File: config.mk
export PLATFORM = sky130hd
export DESIGN_NAME = vga_pixel_writer
export DESIGN_NICKNAME = d
export VERILOG_FILES = /design/src/rtl/vga_pixel_writer.sv
export SDC_FILE = /design/constraint.sdc
export NUM_CORES = 1
export LEC_CHECK = 0
export ABC_CLOCK_PERIOD_IN_PS = 3950
export BUFFER_PORTS_ARGS = -buffer_cell sky130_fd_sc_hd__buf_2
export CORE_MARGIN = 5
export CORE_UTILIZATION = 57
export DETAILED_ROUTE_END_ITERATION = 16
export GPL_TIMING_DRIVEN = 0
export PLACE_DENSITY = 0.82
export SYNTH_ARGS = -nofsm -noshare
export SYNTH_HDL_FRONTEND = slang
export SYNTH_SLANG_ARGS = --single-unit
File: constraint.sdc
create_clock -name CLK -period 3.95 [get_ports CLK]
set_input_delay 0.1975 -clock CLK [delete_from_list [all_inputs] [get_ports CLK]]
set_output_delay 0.1975 -clock CLK [all_outputs]
set_load 0.01 [all_outputs]
File: src/rtl/vga_pixel_writer.sv
`default_nettype none
// ============================================================================
//  Module      : vga_pixel_writer
//  Description : Bus-mapped pixel writer feeding the frame buffer write port.
//                Eight consecutive bus addresses starting at BASE_ADDR expose
//                X, Y, PIXEL, CTRL, FILL_W, FILL_H, FILL_GO and a reserved slot.
//                A PIXEL write produces one frame-buffer write at {Y,X} with
//                optional X/Y auto-increment. The optional rectangle-fill engine
//                writes a FILL_W x FILL_H block of one colour in row-major order,
//                one pixel per cycle, starting at the current X/Y.
//  Config      : `define VGA_FILL_EN to build the fill engine. Without it,
//                offsets +4..+6 are reserved and BUSY is tied low.
//  Ports       : CLK, RESET (sync, active-high)
//                BUS_ADDR/BUS_DATA_IN/BUS_WE      - processor write/read request
//                BUS_DATA_OUT/BUS_DATA_OE         - registered read data + valid
//                FB_ADDR {Y,X}/FB_DATA/FB_WE      - frame buffer port A write
//                BUSY                             - fill engine active
//  Revision    : 1.0 - initial release
// ============================================================================
module vga_pixel_writer #(
    parameter logic [7:0] BASE_ADDR = 8'hB0,
    parameter int         X_BITS    = 8,
    parameter int         Y_BITS    = 7,
    parameter int         PIX_BITS  = 8
) (
    input  logic                       CLK,
    input  logic                       RESET,
    input  logic [7:0]                 BUS_ADDR,
    input  logic [7:0]                 BUS_DATA_IN,
    input  logic                       BUS_WE,
    output logic [7:0]                 BUS_DATA_OUT,
    output logic                       BUS_DATA_OE,
    output logic [X_BITS+Y_BITS-1:0]   FB_ADDR,
    output logic [PIX_BITS-1:0]        FB_DATA,
    output logic                       FB_WE,
    output logic                       BUSY
);

    localparam logic [2:0] c_OFF_X     = 3'd0;
    localparam logic [2:0] c_OFF_Y     = 3'd1;
    localparam logic [2:0] c_OFF_PIXEL = 3'd2;
    localparam logic [2:0] c_OFF_CTRL  = 3'd3;
`ifdef VGA_FILL_EN
    localparam logic [2:0] c_OFF_FW    = 3'd4;
    localparam logic [2:0] c_OFF_FH    = 3'd5;
    localparam logic [2:0] c_OFF_GO    = 3'd6;
`endif

    // ------------------------------------------------------------------
    // Registers
    // ------------------------------------------------------------------
    logic [X_BITS-1:0]          x_q, x_d;
    logic [Y_BITS-1:0]          y_q, y_d;
    logic                       auto_inc_q, auto_inc_d;
    logic                       fb_we_q, fb_we_d;
    logic [X_BITS+Y_BITS-1:0]   fb_addr_q, fb_addr_d;
    logic [PIX_BITS-1:0]        fb_data_q, fb_data_d;
    logic [7:0]                 bus_data_out_q, bus_data_out_d;
    logic                       bus_data_oe_q, bus_data_oe_d;

`ifdef VGA_FILL_EN
    typedef enum logic [0:0] {
        ST_IDLE = 1'b0,
        ST_FILL = 1'b1
    } fill_state_t;

    fill_state_t                state_q, state_d;
    logic [7:0]                 fill_w_q, fill_w_d;
    logic [7:0]                 fill_h_q, fill_h_d;
    logic [PIX_BITS-1:0]        color_q, color_d;
    logic [7:0]                 cx_q, cx_d;
    logic [7:0]                 cy_q, cy_d;
    logic [7:0]                 w_cx_nx;
    logic [7:0]                 w_cy_nx;
    logic                       w_fill_last;
    logic [X_BITS-1:0]          w_fill_x;
    logic [Y_BITS-1:0]          w_fill_y;
`endif

    // ------------------------------------------------------------------
    // Address decode. The 9-bit upper-bound compare keeps a BASE_ADDR near
    // 8'hFF from wrapping round and aliasing low addresses into the window.
    // ------------------------------------------------------------------
    logic       w_in_range;
    logic [2:0] w_off;
    logic       w_busy;
    logic       w_wr;
    logic       w_rd;

    assign w_in_range = (BUS_ADDR >= BASE_ADDR) &&
                        ({1'b0, BUS_ADDR} < ({1'b0, BASE_ADDR} + 9'd8));
    assign w_off      = BUS_ADDR[2:0] - BASE_ADDR[2:0];
    assign w_wr       = BUS_WE && w_in_range && !w_busy;
    assign w_rd       = !BUS_WE && w_in_range;

`ifdef VGA_FILL_EN
    assign w_busy = (state_q == ST_FILL);

    // Position of the pixel following the one currently on the FB port
    assign w_fill_last = (cx_q == fill_w_q - 8'd1) && (cy_q == fill_h_q - 8'd1);
    always_comb begin
        w_cx_nx = cx_q + 8'd1;
        w_cy_nx = cy_q;
        if (cx_q == fill_w_q - 8'd1) begin
            w_cx_nx = 8'd0;
            w_cy_nx = cy_q + 8'd1;
        end
    end
    // Rectangle coordinates wrap modulo the coordinate widths
    assign w_fill_x = x_q + w_cx_nx[X_BITS-1:0];
    assign w_fill_y = y_q + w_cy_nx[Y_BITS-1:0];
`else
    assign w_busy = 1'b0;
`endif

    // ------------------------------------------------------------------
    // Next-state / output logic
    // ------------------------------------------------------------------
    always_comb begin
        x_d            = x_q;
        y_d            = y_q;
        auto_inc_d     = auto_inc_q;
        fb_we_d        = 1'b0;
        fb_addr_d      = fb_addr_q;
        fb_data_d      = fb_data_q;
        bus_data_out_d = 8'h00;
        bus_data_oe_d  = w_rd;
`ifdef VGA_FILL_EN
        state_d        = state_q;
        fill_w_d       = fill_w_q;
        fill_h_d       = fill_h_q;
        color_d        = color_q;
        cx_d           = cx_q;
        cy_d           = cy_q;
`endif

        // Readback, zero-extended; write-only and reserved slots read 0
        if (w_rd) begin
            case (w_off)
                c_OFF_X:    bus_data_out_d = 8'(x_q);
                c_OFF_Y:    bus_data_out_d = 8'(y_q);
                c_OFF_CTRL: bus_data_out_d = {w_busy, 6'b000000, auto_inc_q};
`ifdef VGA_FILL_EN
                c_OFF_FW:   bus_data_out_d = fill_w_q;
                c_OFF_FH:   bus_data_out_d = fill_h_q;
`endif
                default:    bus_data_out_d = 8'h00;
            endcase
        end

        if (w_wr) begin
            case (w_off)
                c_OFF_X:    x_d = BUS_DATA_IN[X_BITS-1:0];
                c_OFF_Y:    y_d = BUS_DATA_IN[Y_BITS-1:0];
                c_OFF_PIXEL: begin
                    fb_we_d   = 1'b1;
                    fb_addr_d = {y_q, x_q};
                    fb_data_d = BUS_DATA_IN[PIX_BITS-1:0];
                    // {Y,X}+1 gives X wrap with carry into Y, Y wrapping too
                    if (auto_inc_q) begin
                        {y_d, x_d} = {y_q, x_q} + {{(X_BITS+Y_BITS-1){1'b0}}, 1'b1};
                    end
                end
                c_OFF_CTRL: auto_inc_d = BUS_DATA_IN[0];
`ifdef VGA_FILL_EN
                c_OFF_FW:   fill_w_d = BUS_DATA_IN;
                c_OFF_FH:   fill_h_d = BUS_DATA_IN;
                c_OFF_GO: begin
                    // First pixel goes out with the FILL_GO edge itself so the
                    // write burst starts the cycle BUSY rises.
                    if ((fill_w_q != 8'd0) && (fill_h_q != 8'd0)) begin
                        state_d   = ST_FILL;
                        cx_d      = 8'd0;
                        cy_d      = 8'd0;
                        color_d   = BUS_DATA_IN[PIX_BITS-1:0];
                        fb_we_d   = 1'b1;
                        fb_addr_d = {y_q, x_q};
                        fb_data_d = BUS_DATA_IN[PIX_BITS-1:0];
                    end
                end
`endif
                default: ;
            endcase
        end

`ifdef VGA_FILL_EN
        // cx/cy track the pixel currently presented on the FB port
        if (state_q == ST_FILL) begin
            if (w_fill_last) begin
                state_d = ST_IDLE;
            end else begin
                cx_d      = w_cx_nx;
                cy_d      = w_cy_nx;
                fb_we_d   = 1'b1;
                fb_addr_d = {w_fill_y, w_fill_x};
                fb_data_d = color_q;
            end
        end
`endif
    end

    always_ff @(posedge CLK) begin
        if (RESET) begin
            x_q            <= '0;
            y_q            <= '0;
            auto_inc_q     <= 1'b0;
            fb_we_q        <= 1'b0;
            fb_addr_q      <= '0;
            fb_data_q      <= '0;
            bus_data_out_q <= 8'h00;
            bus_data_oe_q  <= 1'b0;
`ifdef VGA_FILL_EN
            state_q        <= ST_IDLE;
            fill_w_q       <= 8'h00;
            fill_h_q       <= 8'h00;
            color_q        <= '0;
            cx_q           <= 8'h00;
            cy_q           <= 8'h00;
`endif
        end else begin
            x_q            <= x_d;
            y_q            <= y_d;
            auto_inc_q     <= auto_inc_d;
            fb_we_q        <= fb_we_d;
            fb_addr_q      <= fb_addr_d;
            fb_data_q      <= fb_data_d;
            bus_data_out_q <= bus_data_out_d;
            bus_data_oe_q  <= bus_data_oe_d;
`ifdef VGA_FILL_EN
            state_q        <= state_d;
            fill_w_q       <= fill_w_d;
            fill_h_q       <= fill_h_d;
            color_q        <= color_d;
            cx_q           <= cx_d;
            cy_q           <= cy_d;
`endif
        end
    end

    assign BUS_DATA_OUT = bus_data_out_q;
    assign BUS_DATA_OE  = bus_data_oe_q;
    assign FB_ADDR      = fb_addr_q;
    assign FB_DATA      = fb_data_q;
    assign FB_WE        = fb_we_q;
    assign BUSY         = w_busy;

endmodule
`default_nettype wire

* Yosys cells after proc, flatten, opt, wreduce, memory -nomap -nowiden
Cells that the tools add are included.
** Cells by class
- Magnitude comparators :: 2
- Reductions and logical operators :: 13
- Bitwise logic cells :: 2
- Muxes and demuxes :: 6
- Equality and inequality tests :: 4
- $add $sub $neg :: 1
** Operator list (count)
- 8-bit one-hot mux with 3 select lines :: 1
- 8-bit one-hot mux with 2 select lines :: 1
- 15-bit by 1-bit adder with 15-bit output, second input constant :: 1
- 7-bit one-hot mux with 2 select lines :: 1
- 8-bit greater-or-equal comparator, second input constant :: 1
- 8-bit < comparator, second input constant :: 1
- 8-bit two-way mux :: 1
- 7-bit two-way mux :: 1
- 3-bit by 2-bit == test with 1-bit output, second input constant :: 2
- 3-bit AND reduction :: 2
- 2-bit AND reduction :: 2
- 2-bit nonzero test :: 2
- 2-bit OR reduction :: 2
- 3-bit by 1-bit == test with 1-bit output, second input constant :: 1
- 1-bit logical AND :: 3
- 3-bit zero test :: 1
- 2-bit != test, second input constant :: 1
- 1-bit NOT :: 2
- 1-bit zero test :: 1
- 1-bit two-way mux :: 1
** Word-level totals
- Logic and storage cells :: 36
- Output and inout bits :: 34
- Register bits :: 49
- Bits of input ports :: 19

* Depth between registers and ports, before layout
Gate-level depths: netlist (run 1).
- Word-level depth :: 5
- Depth in mapped cells :: 7

* Worst setup path after synthesis (run 1)
OpenSTA, ideal clock, no wires.
- Path kind :: register -> register
- From :: register x_q[0]
- To :: register y_q[6]
- Period minus slack after synthesis :: 1615 ps
- Stages on the path, launching flop included :: 6
- Setup slack :: 2335 ps
- Data required time :: 3858 ps
- Arrival time :: 1522 ps
- Cells stage by stage :: dfxtp_1 -> ha_1 -> nand4_1 -> or4_1 -> o31a_1 -> o32ai_1
** On the way
- Word-level cells in the longest chain between the ends :: 3
** RTL lines
- start: declaration :: RTL line 52 : logic [X_BITS-1:0] x_q, x_d;
- start signal: assignment :: RTL line 204 : x_q <= '0;
- start signal: assignment :: RTL line 221 : x_q <= x_d;
- 15-bit by 1-bit adder with 15-bit output :: RTL line 161 : {y_d, x_d} = {y_q, x_q} + {{(X_BITS+Y_BITS-1){1'b0}}, 1'b1};
- 7-bit two-way mux :: RTL line 160 : if (auto_inc_q) begin
- 7-bit one-hot mux with 2 select lines :: RTL line 152 : case (w_off)
- end signal: assignment :: RTL line 222 : y_q <= y_d;
- end: declaration :: RTL line 53 : logic [Y_BITS-1:0] y_q, y_d;
No other way between the ends. The select of a mux whose other input is x is not followed.
A chain may end at the register's enable or synchronous reset.

* Worst setup path after layout (run 1)
Ends and elaborated chain as after synthesis.

==> results.cfg, run 1 <==
[critical_path]
end_kind = flop
worstPathMaxFanout = 7
worstSetupPathType = flop to flop
reg2reg_to = y_q[6]
cp.required_ns = 4.16
r2r_setup_slack_ns = 1.96
timing.rr.start = x_q[0]
cp.arrival_ns = 2.21
r2r_cells = 5
start_kind = flop

[min_path]
hold_depth = 2
min_from = BUS_ADDR[2]
worstHoldEndpoint = BUS_DATA_OUT[0]
hold_path.class = primary input to flop

[run]
cap_violations = 0

[global_routing]
grt_pass1_vias = 2130
grt_max_degree = 16
grt_overflow = 0
antenna_found_initial = 0
grt_pass1_wl_um = 10010
track_usage = 0.2387

[clock_tree]
clk_pin_slew_ns = 0.09
clk_latency_ns = 0.30
cts.sinks = 49
cts_hold_buffers = 0
post_cts_buffers = 0
cts_buffers = 5
post_cts_resized = 0
cts_tree = built
cts_max_path_buffers = 2
clockRootBuffer = clkbuf_8
htreeDepth = 2

[routing]
dr.pass1.iters = 4
drcViolationCount = 0
wl_per_cell_um = 16.04
routed_via_density = 5.777
drt_wl_total_um = 6271
first_iter_violations = 187
postRouteAntennaNets = 0
vias = 2259

[layout]
syn_to_final_growth_pct = 17.37
drive_gt1_frac = 0.2141
final_nets = 360
final_area_um2 = 2730
n_antenna_cell = 0
regArea_um2 = 980.9
multiInputGateArea_um2 = 1209
fin_cells = 391
fillers = 360

[synthesis]
synth_ff_type = dfxtp_1
yosysMostFrequentCell = nand2_1
ys_top_cells_by_area = dfxtp_1 (42%), nand2_1 (9.4%), a21oi_1 (7.5%)
synth_top_cell_by_area = dfxtp_1
ys_ff_latch = 49
synth_common_cells = nand2_1 (58), dfxtp_1 (49), a21oi_1 (35)
ys_types = 50
synth-edff-count = 0
synth_area_um2 = 2326
postSynthCellCount = 284
synth_nets = 304
async_reset_ff_frac = 0
yosys_warnings = 0
syn_area_per_cell_um2 = 8.190
ys_seq_area_frac = 0.4217
synth_top_area_frac = 0.4217

[power_and_ir_drop]
p_per_area_nw_per_um2 = 316.2
sw_frac_of_total = 0.2370
seq_power_share = 0.573
peakVddDrop_mv = 0.1798
p_leak_nw = 1.081
p_switching_mw = 0.2045
comb_power_share = 0.068
p_int_mw = 0.6586
clockPowerShare = 0.359

[sta]
fin_crit_sh = 0.5039
drv_slew = 0
slew_headroom = 0.4919
rsz0062_at_grt = false
tns_ns = 0
tightest_slew_ns = 0.7605
clock_skew_ns = 0.006158
setup_violations = 0
finalHoldViolCount = 0
setup_slack_ns = 1.960
fmax_mhz = 502.4
fin_crit_ns = 1.990

[place]
dp_cells = 383
routabilityCongestion = 0.9376
hpwlAfterDp_um = 4685
place_ws_ns = 1.857
port_buffers = 49
dpl_cell_area_um2 = 2634

[floorplanning]
die_w_um = 73.88
core_um2 = 3971
placementRows = 23
io_pins = 53
start_util = 0.5857
die_h_um = 73.88
die_area_um2 = 5458

[status]
status = finished clean
## how the worst max path moves through the flow
| stage | to | slack (ns) | startpoint | cells after the start |
|---|---|---|---|---|
| after floorplan | y_q[6] | 2.34 | x_q[0] | 5 |
| after global placement | FB_DATA[4] | 1.90 | BUS_ADDR[2] | 6 |
| after detailed placement | FB_DATA[2] | 1.86 | BUS_ADDR[2] | 6 |
| after CTS | y_q[6] | 2.01 | x_q[0] | 5 |
| after global routing | y_q[6] | 1.86 | x_q[0] | 5 |
| final | y_q[6] | 1.96 | x_q[0] | 5 |
## logic make-up (layout without fill, tap and decap cells)
family	count (synthesis)	after routing	synth area share
DFF	49	49	0.4217
buffers and inverters	30	87	0.05863
adders and majority gates	1	1	0.005378
AOI/OAI and AO/OA	76	76	0.2060
and+or+nand+nor	119	119	0.2717
other	1	1	0.001612
muxes	8	8	0.03497
## worst max-delay path, stage by stage (launching register included)
cell and delay, ns:
dfxtp_1 0.53, ha_1 0.30, nand4_1 0.23, or4_1 0.50, o31a_1 0.26, o32ai_1 0.09
## cells in the final DEF, fill, tap and decap left out, types with 4 or more instances in the layout
| cell type | netlist | routed |
|---|---|---|
| nand2_1 | 58 | 58 |
| buf_2 | 7 | 56 |
| dfxtp_1 | 49 | 49 |
| a21oi_1 | 35 | 35 |
| nor2_1 | 15 | 15 |
| clkbuf_1 | 13 | 13 |
| o21ai_0 | 9 | 9 |
| mux2i_1 | 7 | 7 |
| inv_1 | 7 | 7 |
| clkbuf_8 | 0 | 6 |
| o31ai_1 | 5 | 5 |
| nand4_1 | 5 | 5 |
| nor3b_1 | 4 | 4 |
| or4_1 | 4 | 4 |
| nand2b_1 | 4 | 4 |
| nand3_1 | 4 | 4 |
| o32ai_1 | 4 | 4 |
| a211oi_1 | 4 | 4 |
## per-layer routing
metal  GRT usage  part of all wire  vias to the layer above  wire, um
li1            -                 -                     1124         -
met1      0.3165              0.41                     1007      2584
met2      0.3730              0.47                      111      2935
met3     0.06156             0.094                       17       588
met4     0.08652             0.026                        0       163
met5           0                 0                        -         0
## metrics by stage
step	hold WS, ns	total power, mW	util
2_1_floorplan	0.2768	0.5399	-
3_3_place_gp	0.4386	0.5626	0.6632
3_5_place_dp	0.4443	0.5637	0.6632
4_1_cts	0.1350	0.8699	0.6875
5_1_grt	0.1474	0.8971	0.6875
6_report	0.1426	0.8631	0.6875
## power by group through the flow
stage | Clock (mW) | Combinational, mW | Sequential (mW)
floorplan | 0 | 0.0340 | 0.506
global placement | 0 | 0.0567 | 0.506
detailed placement | 0 | 0.0577 | 0.506
CTS | 0.318 | 0.0579 | 0.494
global route | 0.339 | 0.0636 | 0.495
finish | 0.310 | 0.0587 | 0.494
## area by class of cell
class                      count  share of cell area
buffer                        23             0.04033
clock buffer                   6             0.03025
clock inverter                 2            0.005041
inverter                       7            0.009624
multi-input combinational    205              0.4427
sequential                    49              0.3593
tap                           50             0.02291
timing repair buffer          49             0.08983
## state kept, by name (all words and copies together), names as in the netlist
signal        flops
y_q               7
BUS_DATA_OE       1
auto_inc_q        1
FB_WE             1
x_q               8
FB_DATA           8
FB_ADDR          15
BUS_DATA_OUT      8
(Power assumes the default switching activity.)
==> run 2: changes to the inputs <==
==> config.mk (replaced) <==
export PLATFORM = sky130hd
export DESIGN_NAME = vga_pixel_writer
export DESIGN_NICKNAME = d
export VERILOG_FILES = /design/src/rtl/vga_pixel_writer.sv
export SDC_FILE = /design/constraint.sdc
export NUM_CORES = 1
export LEC_CHECK = 0
export ABC_CLOCK_PERIOD_IN_PS = 1700
export BUFFER_PORTS_ARGS = -buffer_cell sky130_fd_sc_hd__buf_2
export CORE_MARGIN = 5
export CORE_UTILIZATION = 48
export DETAILED_ROUTE_END_ITERATION = 16
export GPL_TIMING_DRIVEN = 0
export PLACE_DENSITY = 0.73
export SYNTH_ARGS = -nofsm -noshare
export SYNTH_HDL_FRONTEND = slang
export SYNTH_SLANG_ARGS = --single-unit
==> constraint.sdc (replaced) <==
create_clock -name CLK -period 1.7 [get_ports CLK]
set_input_delay 0.085 -clock CLK [delete_from_list [all_inputs] [get_ports CLK]]
set_output_delay 0.085 -clock CLK [all_outputs]
set_load 0.01 [all_outputs]
==> run 2 against run 1 <==
The run now ends with negative setup slack left. Clock power rose by 120%. Combinational power rose by 140%. Critical path depth did not move. Setup slack got worse by 2.0 ns. Hold slack got worse by 0.11 ns. Register-to-register slack got worse by 2.0 ns. Final cell count rose by 5.1%. Routed wire length rose by 1.9%. Die area rose by 16%. Via count rose by 3.0%. Clock-buffer cell count did not move. Flip-flop and latch count did not move. Largest power group unchanged. Highest routed layer unchanged.
==> results.cfg, run 2 (synthesis gave the netlist of run 1 again) <==
[layout]
mostFrequentLayoutCells = nand2_1 (58), buf_2 (56), dfxtp_1 (43), a21oi_1 (35), nor2_1 (15)
fillers = 446
regArea_um2 = 993.5
syn_to_final_growth_pct = 21.57
largest_register_ffs = 15
n_antenna_cell = 0
final_nets = 363
drive_gt1_frac = 0.2616
fin_cells = 411
layout_commonest_cell = nand2_1
multiInputGateArea_um2 = 1247

[status]
status = complete, but fails checks
violations = negative setup slack

[critical_path]
worstSetupPathType = flop to flop
end_kind = flop
slowest_stage = or4_4
r2r_cells = 5
cpPeakStageDelay_ns = 0.50
cp.arrival_ns = 1.95
start_kind = flop
worstPathMaxFanout = 5
crit_cells = 5
path_cells = ha_4 > nand4_1 > or4_4 > o31a_1 > o32ai_2
cp.required_ns = 1.93
cp_top_family = simple AND/OR/NAND/NOR gates
crit_buf_inv = 0

[floorplanning]
start_util = 0.4925
io_pins = 53
die_w_um = 79.61
die_h_um = 79.61
die_area_um2 = 6338
placementRows = 25
core_um2 = 4723

[sta]
hold-worst-slack_ns = 0.02882
fin_crit_ns = 1.718
finalHoldViolCount = 0
clock_skew_ns = 0.007534
tns_ns = -0.01774
tightest_slew_ns = 0.6186
fmax_mhz = 582.2
setup_violations = 1
slew_headroom = 0.5876
setup_slack_ns = -0.01774
rsz0062_at_grt = true
drv_slew = 0
fin_crit_sh = 1.010

[min_path]
hold_depth = 2
hold_path.class = primary input to flop

[routing]
wl_per_cell_um = 15.54
first_iter_violations = 198
drt_wl_total_um = 6388
postRouteAntennaNets = 0
vias = 2326
drcViolationCount = 0
dr.pass1.iters = 5
routed_via_density = 5.659

[clock_tree]
clk_latency_ns = 0.31
htreeDepth = 2
cts_tree = built
clockRootBuffer = clkbuf_8
cts_buffers = 5
cts.sinks = 49
cts_hold_buffers = 0
clk_pin_slew_ns = 0.09
cts_max_path_buffers = 2

[power_and_ir_drop]
p_switching_mw = 0.4769
p_leak_nw = 1.099
sw_frac_of_total = 0.2427
p_int_mw = 1.488
peakVddDrop_mv = 0.4508
clockPowerShare = 0.346
seq_power_share = 0.583
comb_power_share = 0.071
p_per_area_nw_per_um2 = 694.8

[place]
port_buffers = 49
hpwlAfterDp_um = 4763
dp_cells = 400
routabilityCongestion = 0.9752

[global_routing]
grt_pass1_vias = 2170
grt_pass1_wl_um = 10540
antenna_found_initial = 0
grt_overflow = 0
track_usage = 0.2147
grt_max_degree = 16

[run]
cap_violations = 0
run 2: power groups by stage:
stage / clock network (mW) / logic, mW / registers [mW]
CTS: 0.685 / 0.137 / 1.15
finish: 0.680 / 0.140 / 1.15
global placement: 0 / 0.134 / 1.18
floorplan: 0 / 0.0791 / 1.18
global route: 0.755 / 0.151 / 1.15
detailed placement: 0 / 0.136 / 1.18
run 2: final timing paths:
kind / slack (ns) / end / from
min: 0.03 / BUS_DATA_OUT[0] / BUS_ADDR[2]
max reg2reg: -0.02 / y_q[6] / x_q[0]
max: -0.02 / y_q[6] / x_q[0]
min reg2reg: 0.45 / FB_DATA[2] / FB_DATA[2]
run 2: area by class of cell:
cell class / instances / area share
Buffer: 20 / 0.03496
Clock buffer: 6 / 0.02566
Clock inverter: 2 / 0.005310
Inverter: 7 / 0.009292
Multi-Input combinational cell: 205 / 0.4412
Sequential cell: 49 / 0.3513
Tap cell: 67 / 0.02965
Timing Repair Buffer: 55 / 0.1027
run 2: metrics by stage:
step | total power [mW] | setup WS (ns) | utilization | area (um^2)
finish | 1.965 | -0.01774 | 0.5987 | 2828
floorplan | 1.254 | 0.08549 | - | 2326
CTS | 1.968 | 0.004215 | 0.5862 | 2769
detailed placement | 1.311 | -0.2274 | 0.5621 | 2655
global placement | 1.309 | -0.2464 | 0.5621 | 2655
global route | 2.053 | -0.06029 | 0.5987 | 2828
run 2: metal layers:
| layer | wire [um] | vias to the layer above | global-route usage |
|---|---|---|---|
| met3 | 551 | 19 | 0.05192 |
| met2 | 2936 | 111 | 0.3356 |
| met4 | 161 | 0 | 0.09107 |
| li1 | - | 1135 | - |
| met1 | 2739 | 1061 | 0.2813 |
| met5 | 0 | - | 0 |
run 2: repair_timing:
action	4_1_cts	5_1_grt
endpoints found under the setup margin	6	25
buffers inserted	2	4
endpoints found under the hold margin	0	0
pin swaps	0	3
cloned	0	0
gates resized for setup	7	8
run 2: worst reg2reg max path: stages (launching register included):
cell and delay (ns):
dfxtp_4 0.41, ha_4 0.17, nand4_1 0.23, or4_4 0.50, o31a_1 0.26, o32ai_2 0.09
